## config.mk

```make
export PLATFORM = sky130hd
export DESIGN_NAME = uart_tx_frame
export DESIGN_NICKNAME = d
export VERILOG_FILES = /design/src/rtl/uart_pkg.sv /design/src/rtl/uart_baud_tick.sv /design/src/rtl/uart_tx_frame.sv
export SDC_FILE = /design/constraint.sdc
export NUM_CORES = 1
export LEC_CHECK = 0
export BUFFER_PORTS_ARGS = -buffer_cell sky130_fd_sc_hd__buf_2
export CAP_MARGIN = 20
export CELL_PAD_IN_SITES_DETAIL_PLACEMENT = 2
export CELL_PAD_IN_SITES_GLOBAL_PLACEMENT = 2
export CORE_UTILIZATION = 42
export CTS_BUF_LIST = sky130_fd_sc_hd__clkbuf_16
export DETAILED_ROUTE_END_ITERATION = 6
export PLACE_DENSITY_LB_ADDON = 0.1
export SLEW_MARGIN = 5
export SYNTH_ARGS = -nofsm -noshare
export SYNTH_HDL_FRONTEND = slang
export SYNTH_HIERARCHICAL = 1
export SYNTH_SLANG_ARGS = --single-unit
```

## constraint.sdc

```tcl
create_clock -name clk -period 3.7 [get_ports clk]
set_input_delay 0.37 -clock clk [delete_from_list [all_inputs] [get_ports clk]]
set_output_delay 0.37 -clock clk [all_outputs]
set_load 0.03 [all_outputs]
```

## src/rtl/uart_pkg.sv

```systemverilog
// rtl/uart_pkg.sv - shared types and helpers for the UART blocks
package uart_pkg;

  typedef enum logic [1:0] {
    PAR_NONE,
    PAR_EVEN,
    PAR_ODD
  } parity_t;

  // State names carry an ST_ prefix so they cannot collide with the PARITY parameter.
  typedef enum logic [2:0] {
    ST_IDLE,
    ST_START,
    ST_DATA,
    ST_PARITY,
    ST_STOP
  } tx_state_t;

  // Serial bits in one frame: start, data, optional parity, stop bits.
  function automatic int frame_len(input int data_bits, input parity_t parity, input int stop_bits);
    return 1 + data_bits + ((parity != PAR_NONE) ? 1 : 0) + stop_bits;
  endfunction

endpackage

```

## src/rtl/uart_baud_tick.sv

```systemverilog
// rtl/uart_baud_tick.sv - bit-period timer, ticks on the last clk of each serial bit
module uart_baud_tick #(
  parameter int CLKS_PER_BIT = 4
) (
  input  logic clk,
  input  logic reset,
  input  logic restart,
  output logic tick
);

  localparam int CW = (CLKS_PER_BIT > 1) ? $clog2(CLKS_PER_BIT) : 1;
  localparam logic [CW-1:0] LAST = CW'(CLKS_PER_BIT - 1);

  if (CLKS_PER_BIT < 2) begin : g_bad_clks
    $error("uart_baud_tick: CLKS_PER_BIT must be >= 2");
  end

  logic [CW-1:0] cnt;

  // Count clks within the current bit; restart pins the count to 0 on state entry.
  always_ff @(posedge clk or negedge reset) begin
    if (!reset) begin
      cnt <= '0;
    end else if (restart || tick) begin
      cnt <= '0;
    end else begin
      cnt <= cnt + CW'(1);
    end
  end

  assign tick = (cnt == LAST);

endmodule

```

## src/rtl/uart_tx_frame.sv

```systemverilog
// rtl/uart_tx_frame.sv - parametrised UART transmitter with one-entry holding buffer
module uart_tx_frame
  import uart_pkg::*;
#(
  parameter int      DATA_BITS    = 8,
  parameter int      CLKS_PER_BIT = 4,
  parameter parity_t PARITY       = PAR_NONE,
  parameter int      STOP_BITS    = 1
) (
  input  logic                 clk,
  input  logic                 reset,
  input  logic [DATA_BITS-1:0] data_in,
  input  logic                 in_valid,
  output logic                 in_ready,
  output logic                 bit_out,
  output logic                 busy,
  output logic                 tx_done
);

  localparam int IW = $clog2(DATA_BITS + 1);
  localparam logic [IW-1:0] DATA_LAST = IW'(DATA_BITS - 1);
  localparam logic [IW-1:0] STOP_LAST = IW'(STOP_BITS - 1);

  if (DATA_BITS < 5 || DATA_BITS > 9) begin : g_bad_data_bits
    $error("uart_tx_frame: DATA_BITS must be 5..9");
  end
  if (CLKS_PER_BIT < 2) begin : g_bad_clks_per_bit
    $error("uart_tx_frame: CLKS_PER_BIT must be >= 2");
  end
  if (STOP_BITS != 1 && STOP_BITS != 2) begin : g_bad_stop_bits
    $error("uart_tx_frame: STOP_BITS must be 1 or 2");
  end
  if (PARITY != PAR_NONE && PARITY != PAR_EVEN && PARITY != PAR_ODD) begin : g_bad_parity
    $error("uart_tx_frame: PARITY must be PAR_NONE, PAR_EVEN or PAR_ODD");
  end

  tx_state_t            state;
  tx_state_t            next_state;
  logic                 buf_full;
  logic [DATA_BITS-1:0] buf_data;
  logic [DATA_BITS-1:0] shift_q;
  logic                 parity_q;
  logic [IW-1:0]        bit_idx;
  logic                 tick;
  logic                 restart;
  logic                 load;
  logic                 accept;
  logic                 line_c;
  logic                 done_c;

  assign in_ready = !buf_full;
  assign accept   = in_valid && in_ready;

  // The bit timer holds at 0 while idle and restarts on every state change.
  assign restart = (state == ST_IDLE) || (next_state != state);

  uart_baud_tick #(
    .CLKS_PER_BIT(CLKS_PER_BIT)
  ) u_baud_tick (
    .clk    (clk),
    .reset  (reset),
    .restart(restart),
    .tick   (tick)
  );

  // State register.
  always_ff @(posedge clk or negedge reset) begin
    if (!reset) begin
      state <= ST_IDLE;
    end else begin
      state <= next_state;
    end
  end

  // Next state, shifter load strobe, and the line level for the current state.
  always_comb begin
    next_state = state;
    load       = 1'b0;
    line_c     = 1'b1;
    done_c     = 1'b0;
    case (state)
      ST_IDLE: begin
        if (buf_full) begin
          next_state = ST_START;
          load       = 1'b1;
        end
      end
      ST_START: begin
        line_c = 1'b0;
        if (tick) begin
          next_state = ST_DATA;
        end
      end
      ST_DATA: begin
        line_c = shift_q[0];
        if (tick && (bit_idx == DATA_LAST)) begin
          next_state = (PARITY == PAR_NONE) ? ST_STOP : ST_PARITY;
        end
      end
      ST_PARITY: begin
        line_c = parity_q;
        if (tick) begin
          next_state = ST_STOP;
        end
      end
      ST_STOP: begin
        line_c = 1'b1;
        if (tick && (bit_idx == STOP_LAST)) begin
          done_c = 1'b1;
          if (buf_full) begin
            next_state = ST_START;
            load       = 1'b1;
          end else begin
            next_state = ST_IDLE;
          end
        end
      end
      default: begin
        next_state = ST_IDLE;
      end
    endcase
  end

  // Holding buffer: an accepted word waits here until the FSM pulls it into the shifter.
  always_ff @(posedge clk or negedge reset) begin
    if (!reset) begin
      buf_full <= 1'b0;
      buf_data <= '0;
    end else begin
      if (accept) begin
        buf_data <= data_in;
      end
      if (accept) begin
        buf_full <= 1'b1;
      end else if (load) begin
        buf_full <= 1'b0;
      end
    end
  end

  // Shifter and parity are captured together so parity always matches the word on the line.
  always_ff @(posedge clk or negedge reset) begin
    if (!reset) begin
      shift_q  <= '0;
      parity_q <= 1'b0;
    end else if (load) begin
      shift_q  <= buf_data;
      parity_q <= (PARITY == PAR_ODD) ? ~(^buf_data) : (^buf_data);
    end else if ((state == ST_DATA) && tick) begin
      shift_q <= shift_q >> 1;
    end
  end

  // Bit index counts data bits in DATA and stop bits in STOP; cleared on every state change.
  always_ff @(posedge clk or negedge reset) begin
    if (!reset) begin
      bit_idx <= '0;
    end else if (next_state != state) begin
      bit_idx <= '0;
    end else if (tick && ((state == ST_DATA) || (state == ST_STOP))) begin
      bit_idx <= bit_idx + 1'b1;
    end
  end

  // Registered line outputs, all one clk behind the state so they stay mutually aligned.
  always_ff @(posedge clk or negedge reset) begin
    if (!reset) begin
      bit_out <= 1'b1;
      busy    <= 1'b0;
      tx_done <= 1'b0;
    end else begin
      bit_out <= line_c;
      busy    <= (state != ST_IDLE);
      tx_done <= done_c;
    end
  end

endmodule

```

* Yosys cells after proc, flatten, opt, wreduce, memory -nomap -nowiden
Index checks and enable logic that the tools add are counted. Widths: inputs -> output; s select.
Storage, ports and cells: register bits after elaboration 30, input bits 11, word-level logic and storage cells 55
Operators by class: add/sub/neg operators 2, eq/ne operators 7, muxes and demuxes 20, reduce and logical (&&, ||, !) cells 16
Operators with widths (number):
- $mux 8 | 2
- $mux 3 | 5
- $pmux 3 s5 | 1
- $mux 4 | 2
- $reduce_xor 8->1 | 1
- $mux 1 | 7
- $eq 3x2->1 const B | 2
- $reduce_bool 2->1 | 3
- $logic_and 1x1->1 | 5
- $add 4x1->4 const B | 1
- $eq 4x3->1 const B | 1
- $logic_not 4->1 | 1
- $eq 3x1->1 const B | 1
- $eq 3x3->1 const B | 1
- $logic_not 3->1 | 1
- $logic_or 1x1->1 | 3
- $ne 3x3->1 | 1
- $pmux 1 s3 | 1
- $reduce_bool 3->1 | 1
- $add 2x1->2 const B | 1
- $eq 2x2->1 const B | 1
- $mux 2 | 1
- $pmux 1 s2 | 1
- $logic_not 1->1 | 1

* Logic depth before layout (Yosys ltp)
Gate-level depths: netlist of the first run.
depth after elaboration 8, mapped depth 8, gate-level depth less buffers 7

* Hierarchy
Netlist of the first run, hierarchy kept.
By module, submodules not included:
- uart_tx_frame | times used 1, cells an instance 124, area an instance 1463.9 um2
- uart_baud_tick | times used 1, cells an instance 5, area an instance 85.1 um2

* Worst setup path before layout of the first run
Ideal clock, no wire load.
kind register to register, start point register u_baud_tick.cnt[0], end point register u_baud_tick.cnt[1], setup time 0.123 ns, data arrival time 1.519 ns, path slack 2.058 ns, stages on the path, launching flop included 8, clock period less this slack 1.642 ns, cells stage by stage dfrtp_1 -> ha_1 -> buf_4 -> nand4bb_2 -> and3_1 -> o221ai_2 -> nand2b_1 -> nor3b_2
On the way: longest elaborated chain between the ends 8
Ends and longest elaborated chain:
- start, declared | RTL line uart_baud_tick.sv:18 | logic [CW-1:0] cnt;
- start signal, assigned | RTL line uart_baud_tick.sv:27 | cnt <= cnt + CW'(1);
- $eq 2x2->1 (*) | RTL line uart_baud_tick.sv:31 | assign tick = (cnt == LAST);
- net tick | RTL line uart_tx_frame.sv:44 | logic tick;
- $logic_and 1x1->1, on equally long branches | RTL line uart_tx_frame.sv:108, uart_tx_frame.sv:96
- $mux 3, on equally long branches | RTL line uart_tx_frame.sv:108, uart_tx_frame.sv:96
- $pmux 3 s5 (*) | RTL line uart_tx_frame.sv:81 | case (state)
- $ne 3x3->1 (*) | RTL line uart_tx_frame.sv:55 | assign restart = (state == ST_IDLE) || (next_state != state);
- $logic_or 1x1->1 (*) | RTL line uart_tx_frame.sv:55
- net restart | RTL line uart_tx_frame.sv:45 | logic restart;
- $logic_or 1x1->1 (*) | RTL line uart_baud_tick.sv:24 | end else if (restart || tick) begin
- $mux 2 (*) | RTL line uart_baud_tick.sv:24
Mark *: on every way through the listed nets, which the timed path passes. The rest lies on a longest branch. A chain may end at the register's enable or synchronous reset.

* Worst setup path in the final report of the first run
Ends and elaborated chain as after synthesis.

==> impl_metrics.yaml, run 1 <==
outcome:
  status: "finished, final reports clean"
place:
  dp_slack_ps: 1745
  dp_hpwl_um: 2304
  portBuffers: 14
  gp_congestion: 0.7028
  place_area_sq_um: 1614
clock_tree:
  post_cts_buffers: 0
  cts_buffers: 5
  root_buffer: "clkbuf_16"
  cts_tree: "built"
  post_cts_resized: 0
  htree_levels: 2
  cts.clk_slew.worst_paths_ps: 60
  clk_path_buf_depth: 2
  clock-sinks: 30
  cts_hold_buf: 0
  clkLatencyLatePin_ps: 280
global_routing:
  grt_first_pass_wirelength_um: 6147
  grt_pass1_vias: 1100
  grtUsageMet3: 0.05474
  grt_max_degree: 31
  grt_antenna_before_repair: 0
  use_met2: 0.3438
  grt.total_usage: 0.2152
  busiest_layer: "met2"
  grt-ovfl-total: 0
  use_met1: 0.2773
sta:
  period_needed_ps: 2043
  drv_slew: 0
  hold_violations: 0
  tightest_slew_ps: 692.7
  finalClockSkew_ps: 9.818
  setup_violations: 0
  fmax_mhz: 489.5
  fin_crit_sh: 0.5522
  rsz0062_at_grt: "no"
  slew_headroom: 0.5372
  timing.final.ws_setup_ps: 1657
  fin_setup_tns_ps: 0
critical_path:
  crit_path_top_delay_cell: "ha_1"
  required_ps: 3840
  endpoint_kind: "register"
  start_kind: "register"
  critical_path_class: "register to register"
  worstPathArrival_ps: 2180
  crit_fanout: 11
  cp_cell_sequence: "ha_1 -> nand4bb_2 -> and3_1 -> o221ai_2 -> nand2b_1 -> nor3b_2"
  slowest_delay_ps: 490
die:
  core_area_sq_um: 3442
  top_level_ports: 15
  die_area_sq_um: 3935
  fp.dieW_um: 62.73
  die_h_um: 62.73
  fp-row-count: 21
  start_util: 0.4500
pwr:
  ir_worst_vdd_mv: 0.3632
  finalPower_mw: 1.693
  leakage_nw: 0.7818
  powerDensity_nw_per_um2: 952.6
routing:
  drt-total-wl_um: 3645
  drcViolationCount: 0
  vias: 1019
  routedWlPerCell_um: 19.08
  vias_per_cell: 5.335
  drt_pass1_iterations: 6
  first_iter_violations: 33
  ant_nets: 0
min_path:
  hold_path.class: "input pin to async pin"
yosys:
  yosysSeqAreaShare: 0.4855
  yosys.area.top_type: "dfrtp_1"
  async_reset_ff_frac: 1.000
  synth-seq-cells: 30
  syn_nets: 143
  ys_types: 43
  synth_area_leaders: "dfrtp_1 (47%), mux2_2 (5.8%), xnor2_1 (5.1%)"
  syn_inst: 129
  synthMostInstantiatedCell: "dfrtp_1"
  syn_avg_cell_area_sq_um: 12.01
  synthTopCellsByCount: "dfrtp_1 (29), nor2_1 (12), xnor2_1 (9), mux2_2 (8)"
  synth_flop_cell: "dfrtp_1"
  synth_top_area_share: 0.4685
  netlist_area_sq_um: 1549
  synth_edf_count: 0
  yosys_warnings: 6
finish:
  syn_to_final_growth_pct: 14.70
  diodes: 0
  final_area_sq_um: 1777
  nets: 158
  drive_gt1_frac: 0.3448
run:
  max-cap-violations: 0
==> worst paths after layout <==
kind | startpoint | endpoint | slack (ps) | cells after the start
max | u_baud_tick/cnt[0]$_DFF_PN0_ | u_baud_tick/cnt[1]$_DFF_PN0_ | 1660 | 6
min | reset | buf_full$_DFFE_PN0P_ | 120 | 1
max reg2reg | u_baud_tick/cnt[0]$_DFF_PN0_ | u_baud_tick/cnt[1]$_DFF_PN0_ | 1660 | 6
min reg2reg | u_baud_tick/cnt[0]$_DFF_PN0_ | u_baud_tick/cnt[0]$_DFF_PN0_ | 460 | 1
max in group asynchronous | reset | bit_idx[3]$_DFFE_PN0P_ | 3130 | 1
min in group clk | data_in[4] | buf_data[4]$_DFFE_PN0P_ | 320 | 2
==> area by class of cell <==
type	instances	area, sq um
clock inverter	3	37.54
multi-input combinational	88	711.9
timing repair buffer	15	77.57
inverter	4	15.01
fill	335	1665
sequential	30	752.0
clock buffer	5	125.1
tap	46	57.56
==> metrics by stage <==
| step | utilization | cells | hold slack (ps) |
|---|---|---|---|
| 2_1_floorplan | - | 129 | 74.41 |
| 3_3_place_gp | 0.4689 | 183 | 435.7 |
| 3_5_place_dp | 0.4689 | 183 | 457.9 |
| 4_1_cts | 0.5162 | 191 | 149.0 |
| 5_1_grt | 0.5162 | 191 | 172.1 |
| 6_report | 0.5162 | 191 | 122.3 |
==> kinds of logic (layout without fill, tap and decap cells) <==
group           count (synthesis)  count (layout)  synth area share
simple gates                   43              43            0.1753
buf+inv                        11              27           0.05492
flops                          30              30            0.4855
xor+xnor                       11              11           0.06705
mux                            15              15            0.1034
fa+ha+maj                       3               3           0.02424
compound gates                 16              16           0.08966
==> power by group <==
| group | leakage (nW) | switching [mW] | internal [mW] | total, mW |
|---|---|---|---|---|
| Clock | 0.0826 | 0.146 | 0.312 | 0.458 |
| Sequential | 0.368 | 0.150 | 0.468 | 0.618 |
| Combinational | 0.331 | 0.321 | 0.296 | 0.617 |
| Total | 0.782 | 0.616 | 1.08 | 1.69 |
==> worst max-delay path: cells and delay by family, from the launching register on <==
kind	cells	cell delay, ps
AOI/OAI and AO/OA	1	290
adders and majority gates	1	490
DFF	1	370
and+or+nand+nor	4	750
==> layer usage <==
layer  share of wire  wire, um  vias to the layer above
met5               0         0                        -
met2            0.49      1775                       18
met3           0.032       115                        7
li1                -         -                      471
met4           0.016        59                        0
met1            0.47      1695                      523
==> state kept, by name, indices dropped and copies added (netlist names) <==
signal and flops:
buf_data 8, shift_q 8, bit_idx 4, state 3
u_baud_tick/cnt 2, bit_out 1, buf_full 1, busy 1
parity_q 1, tx_done 1
==> layout by cell type (no fill, tap or decap), types with 2 or more instances in the layout <==
master / netlist / layout
dfrtp_1: 29 / 29
buf_2: 1 / 14
nor2_1: 12 / 12
xnor2_1: 9 / 9
mux2_2: 8 / 8
nand2_1: 7 / 7
mux2i_1: 7 / 7
o21ai_2: 7 / 7
inv_1: 4 / 5
clkbuf_16: 0 / 5
nand3_1: 3 / 3
ha_1: 3 / 3
a21oi_1: 2 / 2
nor3b_2: 2 / 2
a22oi_1: 2 / 2
and3_1: 2 / 2
nand2b_1: 2 / 2
Power figures use the tool's default switching activity.
==> inputs of run 2 (changes only) <==
--- a/config.mk
+++ b/config.mk
@@ -9,7 +9,7 @@
 export CAP_MARGIN = 20
 export CELL_PAD_IN_SITES_DETAIL_PLACEMENT = 2
 export CELL_PAD_IN_SITES_GLOBAL_PLACEMENT = 2
-export CORE_UTILIZATION = 42
+export CORE_UTILIZATION = 35
 export CTS_BUF_LIST = sky130_fd_sc_hd__clkbuf_16
 export DETAILED_ROUTE_END_ITERATION = 6
 export PLACE_DENSITY_LB_ADDON = 0.1
==> constraint.sdc (replaced) <==
create_clock -name clk -period 1.85 [get_ports clk]
set_input_delay 0.185 -clock clk [delete_from_list [all_inputs] [get_ports clk]]
set_output_delay 0.185 -clock clk [all_outputs]
set_load 0.03 [all_outputs]
==> run 2 against run 1 <==
Compared with the run above:
- clock skew shrank 4.4 ps
- non-clock buffer count grew 8
- combinational power grew 110%
- die area grew 19%
- worst hold slack gained 22 ps
- routed wire length shrank 12%
- sequential share of layout area shrank 0.99 points
- final cell count grew 6.3%
- total power grew 92%
- global-route usage shrank 5.0 points
- via count shrank 2.0%
- largest cell class unchanged
==> impl_metrics.yaml, run 2 (synthesized netlist as in run 1, its figures left out) <==
clock_tree:
  htree_levels: 2
  root_buffer: "clkbuf_16"
  post_cts_buffers: 0
  clock-sinks: 30
  cts_tree: "built"
  cts.clk_slew.worst_paths_ps: 50
  post_cts_resized: 0
  cts_hold_buf: 1
  clkLatencyLatePin_ps: 270
  clk_path_buf_depth: 2
  cts_buffers: 5
die:
  fp-row-count: 23
  start_util: 0.3764
  die_area_sq_um: 4696
  core_area_sq_um: 4115
  die_h_um: 68.53
  fp.dieW_um: 68.53
  top_level_ports: 15
critical_path:
  crit_family: "flip-flops"
  timing.rr.end: "parity_q$_DFFE_PN0P_"
  crit_fanout: 11
  critPathLaunch: "bit_idx[0]$_DFFE_PN0P_"
  worstPathArrival_ps: 1830
  slowest_delay_ps: 400
  endpoint_kind: "register"
  r2r-start: "bit_idx[0]$_DFFE_PN0P_"
  r2r_cells: 7
  required_ps: 2040
  critical_path_class: "register to register"
  cp_cell_sequence: "inv_1 -> ha_1 -> nand4bb_2 -> a21boi_2 -> buf_4 -> nor2_1 -> a21oi_1"
  r2r_setup_slack_ps: 210
  crit_path_top_delay_cell: "dfrtp_1"
  path_buf_inv: 2
  start_kind: "register"
routing:
  top_layer_used: "met4"
  vias: 999
  drt_pass1_iterations: 4
  wl_met2_um: 1347
  drcViolationCount: 0
  vias_per_cell: 4.921
  routedWlPerCell_um: 15.76
  wl_met3_um: 105
  first_iter_violations: 8
  wl_met1_um: 1698
  ant_nets: 0
  drt-total-wl_um: 3199
sta:
  slew_headroom: 0.5419
  tightest_slew_ps: 687.1
  fin_setup_tns_ps: 0
  hold_violations: 0
  fmax_mhz: 608.7
  period_needed_ps: 1643
  worst_hold_slack_ps: 144.0
  timing.final.ws_setup_ps: 207.1
  finalClockSkew_ps: 5.433
  setup_violations: 0
  fin_crit_sh: 0.8881
  drv_slew: 0
  rsz0062_at_grt: "no"
global_routing:
  grt-ovfl-total: 0
  grt_max_degree: 31
  grt.total_usage: 0.1653
  grt_pass1_vias: 1123
  grt_antenna_before_repair: 0
  grt_first_pass_wirelength_um: 5471
pwr:
  swShare: 0.3576
  ir_worst_vdd_mv: 0.7344
  p_int_mw: 2.085
  powerDensity_nw_per_um2: 1784
  finalPower_mw: 3.245
  power.share.sequential: 0.371
  leakage_nw: 0.8118
  p_clk_frac: 0.230
  p_sw_mw: 1.160
  combPwrFrac: 0.399
place:
  gp_congestion: 0.7666
  portBuffers: 14
  dp_hpwl_um: 2389
  dp_slack_ps: 210.4
finish:
  final_cell_mix: "dfrtp_1 (29), buf_2 (14), nor2_1 (12), xnor2_1 (9)"
  nets: 166
  drive_gt1_frac: 0.3725
  syn_to_final_growth_pct: 17.45
  diodes: 0
  largestRegisters: "buf_data: 8 flops, shift_q: 8 flops, bit_idx: 4 flops"
  mostFrequentLayoutCell: "dfrtp_1"
run:
  max-cap-violations: 0
min_path:
  min_from: "data_in[1]"
  min_path_cells: 2
  hold_path.class: "input pin to register"
  hold_end: "buf_data[1]$_DFFE_PN0P_"
outcome:
  status: "finished, final reports clean"
-- run 2: cell types whose count changed in the layout (fill, tap and decap cells not counted) --
cell / change
buf_4: +7
bufinv_16: -1
clkinv_2: +1
dlygate4sd3_1: +1
-- run 2: worst max-delay path by stage --
stage / endpoint / slack [ps] / depth (start not counted)
after floorplan: u_baud_tick/cnt[1]$_DFF_PN0_ / 210 / 7
after global placement: u_baud_tick/cnt[1]$_DFF_PN0_ / 270 / 6
after detailed placement: parity_q$_DFFE_PN0P_ / 210 / 6
after CTS: parity_q$_DFFE_PN0P_ / 180 / 6
after global routing: parity_q$_DFFE_PN0P_ / 80 / 6
final: parity_q$_DFFE_PN0P_ / 210 / 7
-- run 2: power by group through the flow --
stage          Combinational (mW)  Clock, mW  Sequential, mW
3_5_place_dp                 1.31          0            1.22
4_1_cts                      1.32      0.771            1.21
3_3_place_gp                 1.28          0            1.20
6_report                     1.29      0.748            1.20
2_1_floorplan                1.10          0            1.13
5_1_grt                      1.45      0.798            1.25
-- run 2: area by class of cell --
cell class,count,area [sq um]
Clock buffer,5,125.1
Clock inverter,3,12.51
Fill cell,430,2296
Inverter,4,15.01
Multi-Input combinational cell,88,711.9
Sequential cell,30,752.0
Tap cell,50,62.56
Timing Repair Buffer,23,140.1
-- run 2: layer usage --
metal  vias up  GRT usage
li1        484          -
met1       492     0.2298
met2        18     0.2353
met3         5    0.05428
met4         0    0.06250
met5         -          0
-- run 2: stage by stage --
step,cell area (sq um),utilization,instances
3_3_place_gp,1672,0.4062,194
3_5_place_dp,1672,0.4062,194
5_1_grt,1819,0.4421,203
4_1_cts,1819,0.4421,203
2_1_floorplan,1549,-,129
6_report,1819,0.4421,203
==> inputs of run 3 (changes only) <==
--- a/config.mk
+++ b/config.mk
@@ -9,12 +9,12 @@
 export CAP_MARGIN = 20
 export CELL_PAD_IN_SITES_DETAIL_PLACEMENT = 2
 export CELL_PAD_IN_SITES_GLOBAL_PLACEMENT = 2
-export CORE_UTILIZATION = 35
+export CORE_MARGIN = 2
+export CORE_UTILIZATION = 34
 export CTS_BUF_LIST = sky130_fd_sc_hd__clkbuf_16
 export DETAILED_ROUTE_END_ITERATION = 6
 export PLACE_DENSITY_LB_ADDON = 0.1
 export SLEW_MARGIN = 5
 export SYNTH_ARGS = -nofsm -noshare
 export SYNTH_HDL_FRONTEND = slang
-export SYNTH_HIERARCHICAL = 1
 export SYNTH_SLANG_ARGS = --single-unit
==> constraint.sdc (replaced) <==
create_clock -name clk -period 1.38 [get_ports clk]
set_input_delay 0.138 -clock clk [delete_from_list [all_inputs] [get_ports clk]]
set_output_delay 0.138 -clock clk [all_outputs]
set_load 0.03 [all_outputs]
==> run 3 against run 2 <==
Compared with the run above:
- the flow now finishes with violations (setup timing)
- synthesized area down 6.1%
- sequential power up 28%
- critical path depth up 1
- die area up 2.5%
- non-clock buffer count up 24
- via count up 11%
- sequential share of layout area down 4.3 points
- synthesized cell count unchanged
- clock skew up 3.2 ps
- final cell count up 12%
==> impl_metrics.yaml, run 3 <==
outcome:
  status: "finished with violations"
  violations: "setup timing"
critical_path:
  required_ps: 1540
  critical_path_class: "register to register"
  endpoint_kind: "register"
  crit_fanout: 5
  worstPathArrival_ps: 1730
  start_kind: "register"
global_routing:
  grt.total_usage: 0.1617
  grt_antenna_before_repair: 0
  grt_max_degree: 31
  grt_first_pass_wirelength_um: 6037
  grt-ovfl-total: 0
  grt_pass1_vias: 1273
routing:
  first_iter_violations: 34
  drt-total-wl_um: 3654
  drcViolationCount: 0
  vias: 1113
  routedWlPerCell_um: 16.10
  drt_pass1_iterations: 4
  ant_nets: 0
  vias_per_cell: 4.903
yosys:
  syn_inst: 129
  synth_edf_count: 0
  syn_nets: 143
  synth_flop_cell: "dfrtp_1"
  async_reset_ff_frac: 1.000
  ys_types: 33
  synth_top_area_share: 0.4991
  synth_area_leaders: "dfrtp_1 (50%), mux2_2 (6.2%), mux2i_1 (4.8%)"
  syn_avg_cell_area_sq_um: 11.27
  synthMostInstantiatedCell: "dfrtp_1"
  synthTopCellsByCount: "dfrtp_1 (29), nand2_1 (11), nor2_1 (9), mux2_2 (8), xnor2_1 (8)"
  yosysSeqAreaShare: 0.5172
  netlist_area_sq_um: 1454
  yosys_warnings: 0
  synth-seq-cells: 30
  yosys.area.top_type: "dfrtp_1"
sta:
  finalClockSkew_ps: 8.658
  fin_crit_sh: 1.145
  slew_headroom: 0.6578
  period_needed_ps: 1579
  tightest_slew_ps: 509.3
  hold_violations: 0
  fin_setup_tns_ps: -1952
  rsz0062_at_grt: "yes"
  timing.final.ws_setup_ps: -199.5
  setup_violations: 17
  drv_slew: 0
  fmax_mhz: 633.1
clock_tree:
  htree_levels: 2
  clkLatencyLatePin_ps: 270
  cts_tree: "built"
  clock-sinks: 30
  clk_path_buf_depth: 2
  cts_buffers: 5
  cts.clk_slew.worst_paths_ps: 50
  root_buffer: "clkbuf_16"
die:
  top_level_ports: 15
  core_area_sq_um: 4058
  die_h_um: 69.39
  fp.dieW_um: 69.39
  die_area_sq_um: 4815
  start_util: 0.3583
  fp-row-count: 23
finish:
  mostFrequentLayoutCell: "dfrtp_1"
  final_cell_mix: "dfrtp_1 (29), buf_4 (28), buf_2 (14), nand2_1 (11)"
  diodes: 0
  largestRegisters: "buf_data: 8 flops, shift_q: 8 flops, bit_idx: 4 flops"
  nets: 191
  syn_to_final_growth_pct: 39.67
  final_area_sq_um: 2031
  drive_gt1_frac: 0.4633
place:
  dp_hpwl_um: 2445
  portBuffers: 14
  place_area_sq_um: 1728
  gp_congestion: 0.7421
pwr:
  ir_worst_vdd_mv: 1.438
  powerDensity_nw_per_um2: 2283
  leakage_nw: 0.9212
run:
  max-cap-violations: 0
min_path:
  hold_path.class: "input pin to register"
## run 3: final timing paths
check	from	endpoint	slack [ps]	cells past startpoint
setup / recovery	bit_idx[0]$_DFFE_PN0P_	parity_q$_DFFE_PN0P_	-200	8
hold / removal	data_in[1]	buf_data[1]$_DFFE_PN0P_	90	2
setup reg to reg	bit_idx[0]$_DFFE_PN0P_	parity_q$_DFFE_PN0P_	-200	8
hold reg to reg	state[2]$_DFF_PN0_	state[1]$_DFF_PN0_	500	1
max in group asynchronous	reset	bit_out$_DFF_PN1_	630	3
min in group asynchronous	reset	tx_done$_DFF_PN0_	430	3
## run 3: kinds of logic after synthesis
| family | synth area share |
|---|---|
| flip-flops | 0.5172 |
| buffers and inverters | 0.04732 |
| multiplexers | 0.1102 |
| adder cells (fa/ha/maj) | 0.02582 |
| AND/OR/NAND/NOR | 0.1205 |
| AO/OA/AOI/OAI | 0.1127 |
| XOR/XNOR | 0.06627 |
## run 3: routing by layer
layer  vias to the layer above  share of wire  GRT usage
met4                         0          0.016    0.05882
met5                         -              0          0
met3                         6          0.025    0.04506
met1                       560           0.39     0.1722
li1                        531              -          -
met2                        16           0.57     0.3013
## run 3: timing repair
item / 4_1_cts / 5_1_grt
hold endpoints to repair: 29 / 0
gates cloned: 0 / 0
hold buffers: 1 / 0
resized for setup: 11 / 12
buffers inserted: 4 / 5
endpoints found under the setup margin: 17 / 18
pin swaps: 2 / 5
## run 3: where the power goes
part / leakage, nW / switching [mW] / total, mW / internal, mW
sequential: 0.369 / 0.291 / 1.54 / 1.25
combinational: 0.483 / 0.994 / 2.10 / 1.10
clock: 0.0694 / 0.354 / 1.00 / 0.648
total: 0.921 / 1.64 / 4.64 / 3.00
## run 3: worst max-delay path, cell delays in order (launching register included)
cell	delay, ps
dfrtp_1	390
inv_2	70
ha_4	150
and4bb_4	210
o211a_4	260
buf_4	140
buf_6	120
nor2_4	80
a21oi_2	40
## run 3: cell type report
cell class	count	area [sq um]
fillers	418	2027
inverters	6	22.52
repair buffers	47	339.1
clock inverters	2	10.01
multi-input cells	87	719.4
well taps	50	62.56
flip-flops and latches	30	752.0
clock buffers	5	125.1
## run 3: through the flow
stage / total power, mW / instances / setup WS [ps] / hold WS [ps] / utilization
floorplan: 2.713 / 129 / -159.2 / -157.6 / -
global route: 4.992 / 227 / -284.8 / 97.38 / 0.5005
CTS: 4.519 / 222 / -154.6 / 92.26 / 0.4792
finish: 4.636 / 227 / -199.5 / 94.91 / 0.5005
global placement: 3.222 / 210 / -198.2 / 170.2 / 0.4258
detailed placement: 3.314 / 210 / -243.4 / 193.2 / 0.4258
